[src/rtl/arb_pkg.sv]
// ----------------------------------------------------------------------------
// arb_pkg
// Shared definitions for the round-robin one-hot arbiter:
//   N_REQ       - number of requesters (fixed at 8)
//   IDX_W       - width of a requester index (3 bits)
//   arb_state_t - arbiter FSM states (IDLE, BUSY)
//   rr_pick()   - rotating priority search: returns the first requester
//                 with its bit set, scanning upward from ptr and wrapping
//                 from 7 back to 0.
// ----------------------------------------------------------------------------
package arb_pkg;

   localparam int N_REQ = 8;
   localparam int IDX_W = 3;

   typedef enum logic {
      IDLE = 1'b0,
      BUSY = 1'b1
   } arb_state_t;

   // The index arithmetic is IDX_W bits wide, so ptr + k wraps modulo 8 on
   // its own. The first hit wins; the found flag stops later hits from
   // overriding it. Returns ptr when nothing requests; callers only use the
   // result when at least one request is present.
   function automatic logic [IDX_W-1:0] rr_pick(input logic [N_REQ-1:0] req,
                                                input logic [IDX_W-1:0] ptr);
      logic [IDX_W-1:0] idx;
      logic             found;
      rr_pick = ptr;
      found   = 1'b0;
      for (int k = 0; k < N_REQ; k++) begin
         idx = ptr + IDX_W'(k);
         if (!found && req[idx]) begin
            rr_pick = idx;
            found   = 1'b1;
         end
      end
   endfunction

endpackage

[src/rtl/rr_onehot_arbiter_dec.sv]
// ----------------------------------------------------------------------------
// rr_onehot_arbiter_dec
// 3-bit index to 8-bit one-hot decoder.
// Ports:
//   idx    in  3  binary index
//   onehot out 8  one-hot vector with bit idx set
// ----------------------------------------------------------------------------
module rr_onehot_arbiter_dec
   import arb_pkg::*;
(
   input  logic [IDX_W-1:0] idx,
   output logic [N_REQ-1:0] onehot
);

   assign onehot = N_REQ'(1) << idx;

endmodule

[src/rtl/rr_onehot_arbiter.sv]
// ----------------------------------------------------------------------------
// rr_onehot_arbiter
// Round-robin arbiter sharing one resource among 8 requesters. The winner
// index is registered, and the one-hot grant is a decode of that registered
// index gated by the registered valid flag, so there is no combinational
// path from req to gnt. Every change of owner passes through one IDLE cycle
// with gnt=0. An optional hold timeout (MAX_HOLD cycles, 0 = disabled)
// revokes a grant that has been held too long.
// Ports:
//   clk       in  1  system clock, rising edge
//   rst       in  1  synchronous active-high reset
//   req       in  8  request vector; req[i] held high for the whole tenure
//   gnt       out 8  one-hot grant, zero when there is no owner
//   gnt_idx   out 3  index of the current or last owner
//   gnt_valid out 1  high while a grant is active
//   timeout   out 1  one-cycle pulse in the dead cycle after a forced revoke
// ----------------------------------------------------------------------------
module rr_onehot_arbiter
   import arb_pkg::*;
#(
   parameter int MAX_HOLD = 16
)
(
   input  logic             clk,
   input  logic             rst,
   input  logic [N_REQ-1:0] req,
   output logic [N_REQ-1:0] gnt,
   output logic [IDX_W-1:0] gnt_idx,
   output logic             gnt_valid,
   output logic             timeout
);

   // At least one bit, even when the timeout is disabled.
   localparam int HOLD_W = (MAX_HOLD < 1) ? 1 : $clog2(MAX_HOLD + 1);
   // Counter value in the last permitted grant cycle of a tenure.
   localparam logic [HOLD_W-1:0] HOLD_LAST =
      (MAX_HOLD == 0) ? '0 : HOLD_W'(MAX_HOLD - 1);
   localparam logic [HOLD_W-1:0] HOLD_SAT = '1;

   arb_state_t        state, state_nx;
   logic [IDX_W-1:0]  ptr, ptr_nx;
   logic [HOLD_W-1:0] hold_cnt, hold_cnt_nx;
   logic [IDX_W-1:0]  gnt_idx_nx;
   logic              gnt_valid_nx;
   logic              timeout_nx;
   logic              owner_req;
   logic              hold_expired;
   logic [N_REQ-1:0]  dec_out;

   assign owner_req    = req[gnt_idx];
   assign hold_expired = (MAX_HOLD != 0) && (hold_cnt == HOLD_LAST);

   // State register plus all registered outputs. Reset wins over everything,
   // including an active grant, so gnt drops on the reset edge.
   always_ff @(posedge clk) begin
      if (rst) begin
         state     <= IDLE;
         ptr       <= '0;
         hold_cnt  <= '0;
         gnt_idx   <= '0;
         gnt_valid <= 1'b0;
         timeout   <= 1'b0;
      end else begin
         state     <= state_nx;
         ptr       <= ptr_nx;
         hold_cnt  <= hold_cnt_nx;
         gnt_idx   <= gnt_idx_nx;
         gnt_valid <= gnt_valid_nx;
         timeout   <= timeout_nx;
      end
   end

   // Next-state logic. IDLE grants to the rotating-priority winner; BUSY
   // watches only the owner's request line and the hold counter. Leaving
   // BUSY always goes through IDLE, which produces the dead cycle, and moves
   // the priority pointer just past the departing owner.
   always_comb begin
      state_nx     = state;
      ptr_nx       = ptr;
      hold_cnt_nx  = hold_cnt;
      gnt_idx_nx   = gnt_idx;
      gnt_valid_nx = 1'b0;
      timeout_nx   = 1'b0;
      case (state)
         IDLE: begin
            if (|req) begin
               state_nx     = BUSY;
               gnt_idx_nx   = rr_pick(req, ptr);
               gnt_valid_nx = 1'b1;
               hold_cnt_nx  = '0;
            end
         end
         BUSY: begin
            if (!owner_req || hold_expired) begin
               state_nx   = IDLE;
               ptr_nx     = gnt_idx + IDX_W'(1);
               // A voluntary release takes priority over a simultaneous expiry.
               timeout_nx = owner_req;
            end else begin
               gnt_valid_nx = 1'b1;
               if (hold_cnt != HOLD_SAT) begin
                  hold_cnt_nx = hold_cnt + HOLD_W'(1);
               end
            end
         end
         default: begin
            state_nx = IDLE;
         end
      endcase
   end

   rr_onehot_arbiter_dec u_dec (
      .idx    (gnt_idx),
      .onehot (dec_out)
   );

   assign gnt = dec_out & {N_REQ{gnt_valid}};

endmodule

[config.mk]
export PLATFORM = sky130hd
export DESIGN_NAME = rr_onehot_arbiter
export DESIGN_NICKNAME = d
export VERILOG_FILES = /design/src/rtl/arb_pkg.sv /design/src/rtl/rr_onehot_arbiter_dec.sv /design/src/rtl/rr_onehot_arbiter.sv
export SDC_FILE = /design/constraint.sdc
export NUM_CORES = 1
export LEC_CHECK = 0
export BUFFER_PORTS_ARGS = -buffer_cell sky130_fd_sc_hd__buf_4
export CORE_ASPECT_RATIO = 1.75
export CORE_MARGIN = 1
export CORE_UTILIZATION = 40
export CTS_CLUSTER_SIZE = 12
export DETAILED_ROUTE_END_ITERATION = 6
export PLACE_DENSITY = 0.59
export SYNTH_ARGS = -nofsm -noshare
export SYNTH_HDL_FRONTEND = slang
export SYNTH_HIERARCHICAL = 1
export SYNTH_SLANG_ARGS = --single-unit
export TNS_END_PERCENT = 1
[constraint.sdc]
create_clock -name clk -period 4.4 [get_ports clk]
set_clock_uncertainty 0.05 [all_clocks]
set_input_delay 0.22 -clock clk [delete_from_list [all_inputs] [get_ports clk]]
set_output_delay 0.22 -clock clk [all_outputs]
set_load 0.005 [all_outputs]
==> impl_metrics.csv <==
group,metric,value,unit
outcome,status,"finished clean",
cts,path_clk_slew,0.06,ns
power,p_leak,0.717,nW
routing,initialDrtViolationCount,18,
setup_path,cp.required,4.48,ns
place,post_dp_cell_area,0.00179,mm^2
floorplanning,initial_core_util,41.6,%
floorplanning,pin_count,23,
setup_path,critPathKind,"register to register",
place,gp_congestion,0.903,
routing,post-route-drc-count,0,
cts,clk_latency,0.24,ns
logic_synthesis,synth_fp_nets,187,
hold_path,hold_class,"input pin to register",
floorplanning,die_area,0.00429,mm^2
timing,holdWs,0.225,ns
timing,fin_ws,1.16,ns
floorplanning,coreArea,0.00387,mm^2
hold_path,min_delay_path_depth,2,
power,power_density,372,mW/mm^2
cts,cts-resized-gates,0,
routing,wl_per_cell,17.0,um
routing,via_per_inst,6.07,
grt,grt_max_degree,16,
logic_synthesis,yosysWarnings,6,
timing,tightest_slew,0.553,ns
cts,htreeDepth,1,
routing,vias,1456,
logic_synthesis,synthDistinctLibCells,56,
setup_path,path_depth,10,
timing,setup_viol,0,
cts,clockRootBuffer,"clkbuf_8",
grt,grt_overflow,0,
finish,syn2layout_area_growth,13.9,%
finish,final_cell_area,0.00183,mm^2
logic_synthesis,seq_area_frac_synth,16.2,%
logic_synthesis,synth.cell_area,0.00161,mm^2
place,dpl_worst_slack,1.20,ns
setup_path,worstSetupEndpoint,"gnt_idx[0]$_SDFFE_PP0P_",
routing,drt_wl_total,4090,um
timing,slew_headroom,63.1,%
floorplanning,die_y,85.9,um
floorplanning,rows,30,
logic_synthesis,ys_seq_elements,13,
setup_path,rrSetupSlack,1.16,ns
cts,cts_buffers,3,
timing,fmax,308,MHz
grt,grtUsageTotal,20.2,%
setup_path,rr_worst_depth,10,
timing,setup_tns,0,ns
setup_path,crit_path_end_kind,"register",
place,dp_hpwl,3200,um
cts,cts_buffer_depth,2,
power,p_total,0.682,mW
setup_path,start_kind,"register",
setup_path,timing.rr.start,"ptr[1]$_SDFFE_PP0P_",
timing,hold_viol,0,
logic_synthesis,synthCells,171,
grt,grt_pass1_wl,6690,um
grt,grt_pass1_vias,1404,
setup_path,startpoint,"ptr[1]$_SDFFE_PP0P_",
setup_path,crit_path_top_delay_cell,"ha_1",
finish,postLayoutCoreUtil,47.4,%
setup_path,crit_path_max_fanout,14,
routing,dr.pass1.iters,5,
finish,drive_gt1_share,33.3,%
power,ir_drop,0.000250,V
timing,drv_slew,0,
setup_path,crit_chain,"buf_4, inv_1, ha_1, mux2i_1, mux4_2, a22oi_2, nor3_2, a221oi_2, nor4_1, a211o_1",
setup_path,cp.arrival,3.33,ns
finish,fin_nets,209,
routing,drt.antenna.violating_nets,0,
job,maxCapViolations,0,
logic_synthesis,async_flop_share,0,%
cts,cts_tree,"done",
timing,finalCritPeriodShare,73.7,%
logic_synthesis,synth_edf_count,0,
finish,instances_no_fill,240,
grt,antenna_found_initial,0,
timing,final.min_clock_period,3.24,ns
finish,insertedDiodeCount,0,
place,place.port_buffers,22,
logic_synthesis,synth_flop_cell,"dfxtp_1",
cts,clock_sinks,13,
place,dp_cells,236,
setup_path,cp_top_family,"compound AO/OA/AOI/OAI gates",
setup_path,cp_slowest_stage_delay,0.64,ns
cts,postCtsSetupBuffers,0,
cts,postCtsHoldBufs,0,
setup_path,worstReg2RegEnd,"gnt_idx[0]$_SDFFE_PP0P_",
timing,rsz0062_at_grt,"no",
logic_synthesis,syn_avg_cell_area,9.40,um^2
floorplanning,fp.dieW,49.9,um
setup_path,critPathBufInv,2,
## cell families (layout without fill, tap and decap cells)
logic type                 count (synthesis)  after routing  synth area share (%)
and+or+nand+nor                           74             74                  26.7
buffers and inverters                     11             32                  4.75
AOI/OAI and AO/OA                         31             31                  13.5
xor gates and xnor gates                   7              7                  4.28
DFF                                       13             13                  16.2
adders and majority gates                  6              6                  4.67
muxes                                     29             29                  29.9
## sequential cells by signal (all words and copies together), names as in the netlist
| register | cells |
|---|---|
| gnt_idx | 3 |
| hold_cnt | 5 |
| state | 1 |
| timeout | 1 |
| ptr | 3 |
## layer usage
| metal | wire length [um] | track usage [%] | up-vias |
|---|---|---|---|
| met2 | 2280 | 37.5 | 42 |
| met3 | 91 | 1.24 | 12 |
| met1 | 1570 | 22.5 | 713 |
| met4 | 148 | 10.4 | 0 |
| li1 | - | - | 689 |
| met5 | 0 | 0 | - |
## worst min-delay path by stage
stage	to	start	slack (ns)
after floorplan	gnt_idx[1]$_SDFFE_PP0P_	rst	0.24
after detailed placement	hold_cnt[1]$_SDFFE_PP0P_	rst	0.48
final	hold_cnt[1]$_SDFFE_PP0P_	rst	0.22
after CTS	hold_cnt[1]$_SDFFE_PP0P_	rst	0.22
after global placement	hold_cnt[1]$_SDFFE_PP0P_	hold_cnt[1]$_SDFFE_PP0P_	0.46
after global routing	ptr[0]$_SDFFE_PP0P_	rst	0.24
## synth_stat cells (2+ instances only)
cell	n	share of area, %
a211o_1	3	1.6
a21oi_1	11	3.4
and2_1	8	3.1
and3b_2	3	1.9
buf_6	3	2.1
clkbuf_1	2	0.47
dfxtp_1	13	16
ha_1	6	4.7
inv_1	4	0.93
mux2_2	3	2.1
mux2_4	3	2.8
mux2i_1	8	5.0
mux4_2	11	15
nand2_1	13	3.0
nand2b_1	3	1.2
nor2_1	17	4.0
nor2_2	2	0.78
nor3_1	6	1.9
nor3b_1	4	1.9
nor4_1	5	1.9
o21ai_0	2	0.62
o21ai_1	2	0.62
o22ai_1	2	0.78
xnor2_1	2	1.1
xor2_1	4	2.2
## cells in the final DEF, fill, tap and decap left out, types with 3 or more instances in the layout
cell      count
mux2_4        3
buf_4        24
mux2_2        3
a211o_1       3
clkbuf_8      3
xor2_1        4
nor2_1       17
mux2i_1       8
inv_1         4
nand2b_1      3
nor3b_1       4
dfxtp_1      13
ha_1          6
nand2_1      13
nor3_1        6
mux4_2       11
and2_1        8
a21oi_1      11
nor4_1        5
and3b_2       3
## where the power goes
group          switching, mW  internal, mW
clock                 0.0440        0.0640
sequential            0.0308         0.131
combinational          0.211         0.202
## layout make-up
type,count,area [um^2]
multi-input combinational,147,1270
clock buffer,4,45.0
sequential,13,260
tap,48,60.1
timing repair buffer,24,180
inverter,4,15.0
fill,368,2030
Note: power is estimated with default switching activity, not from simulation.
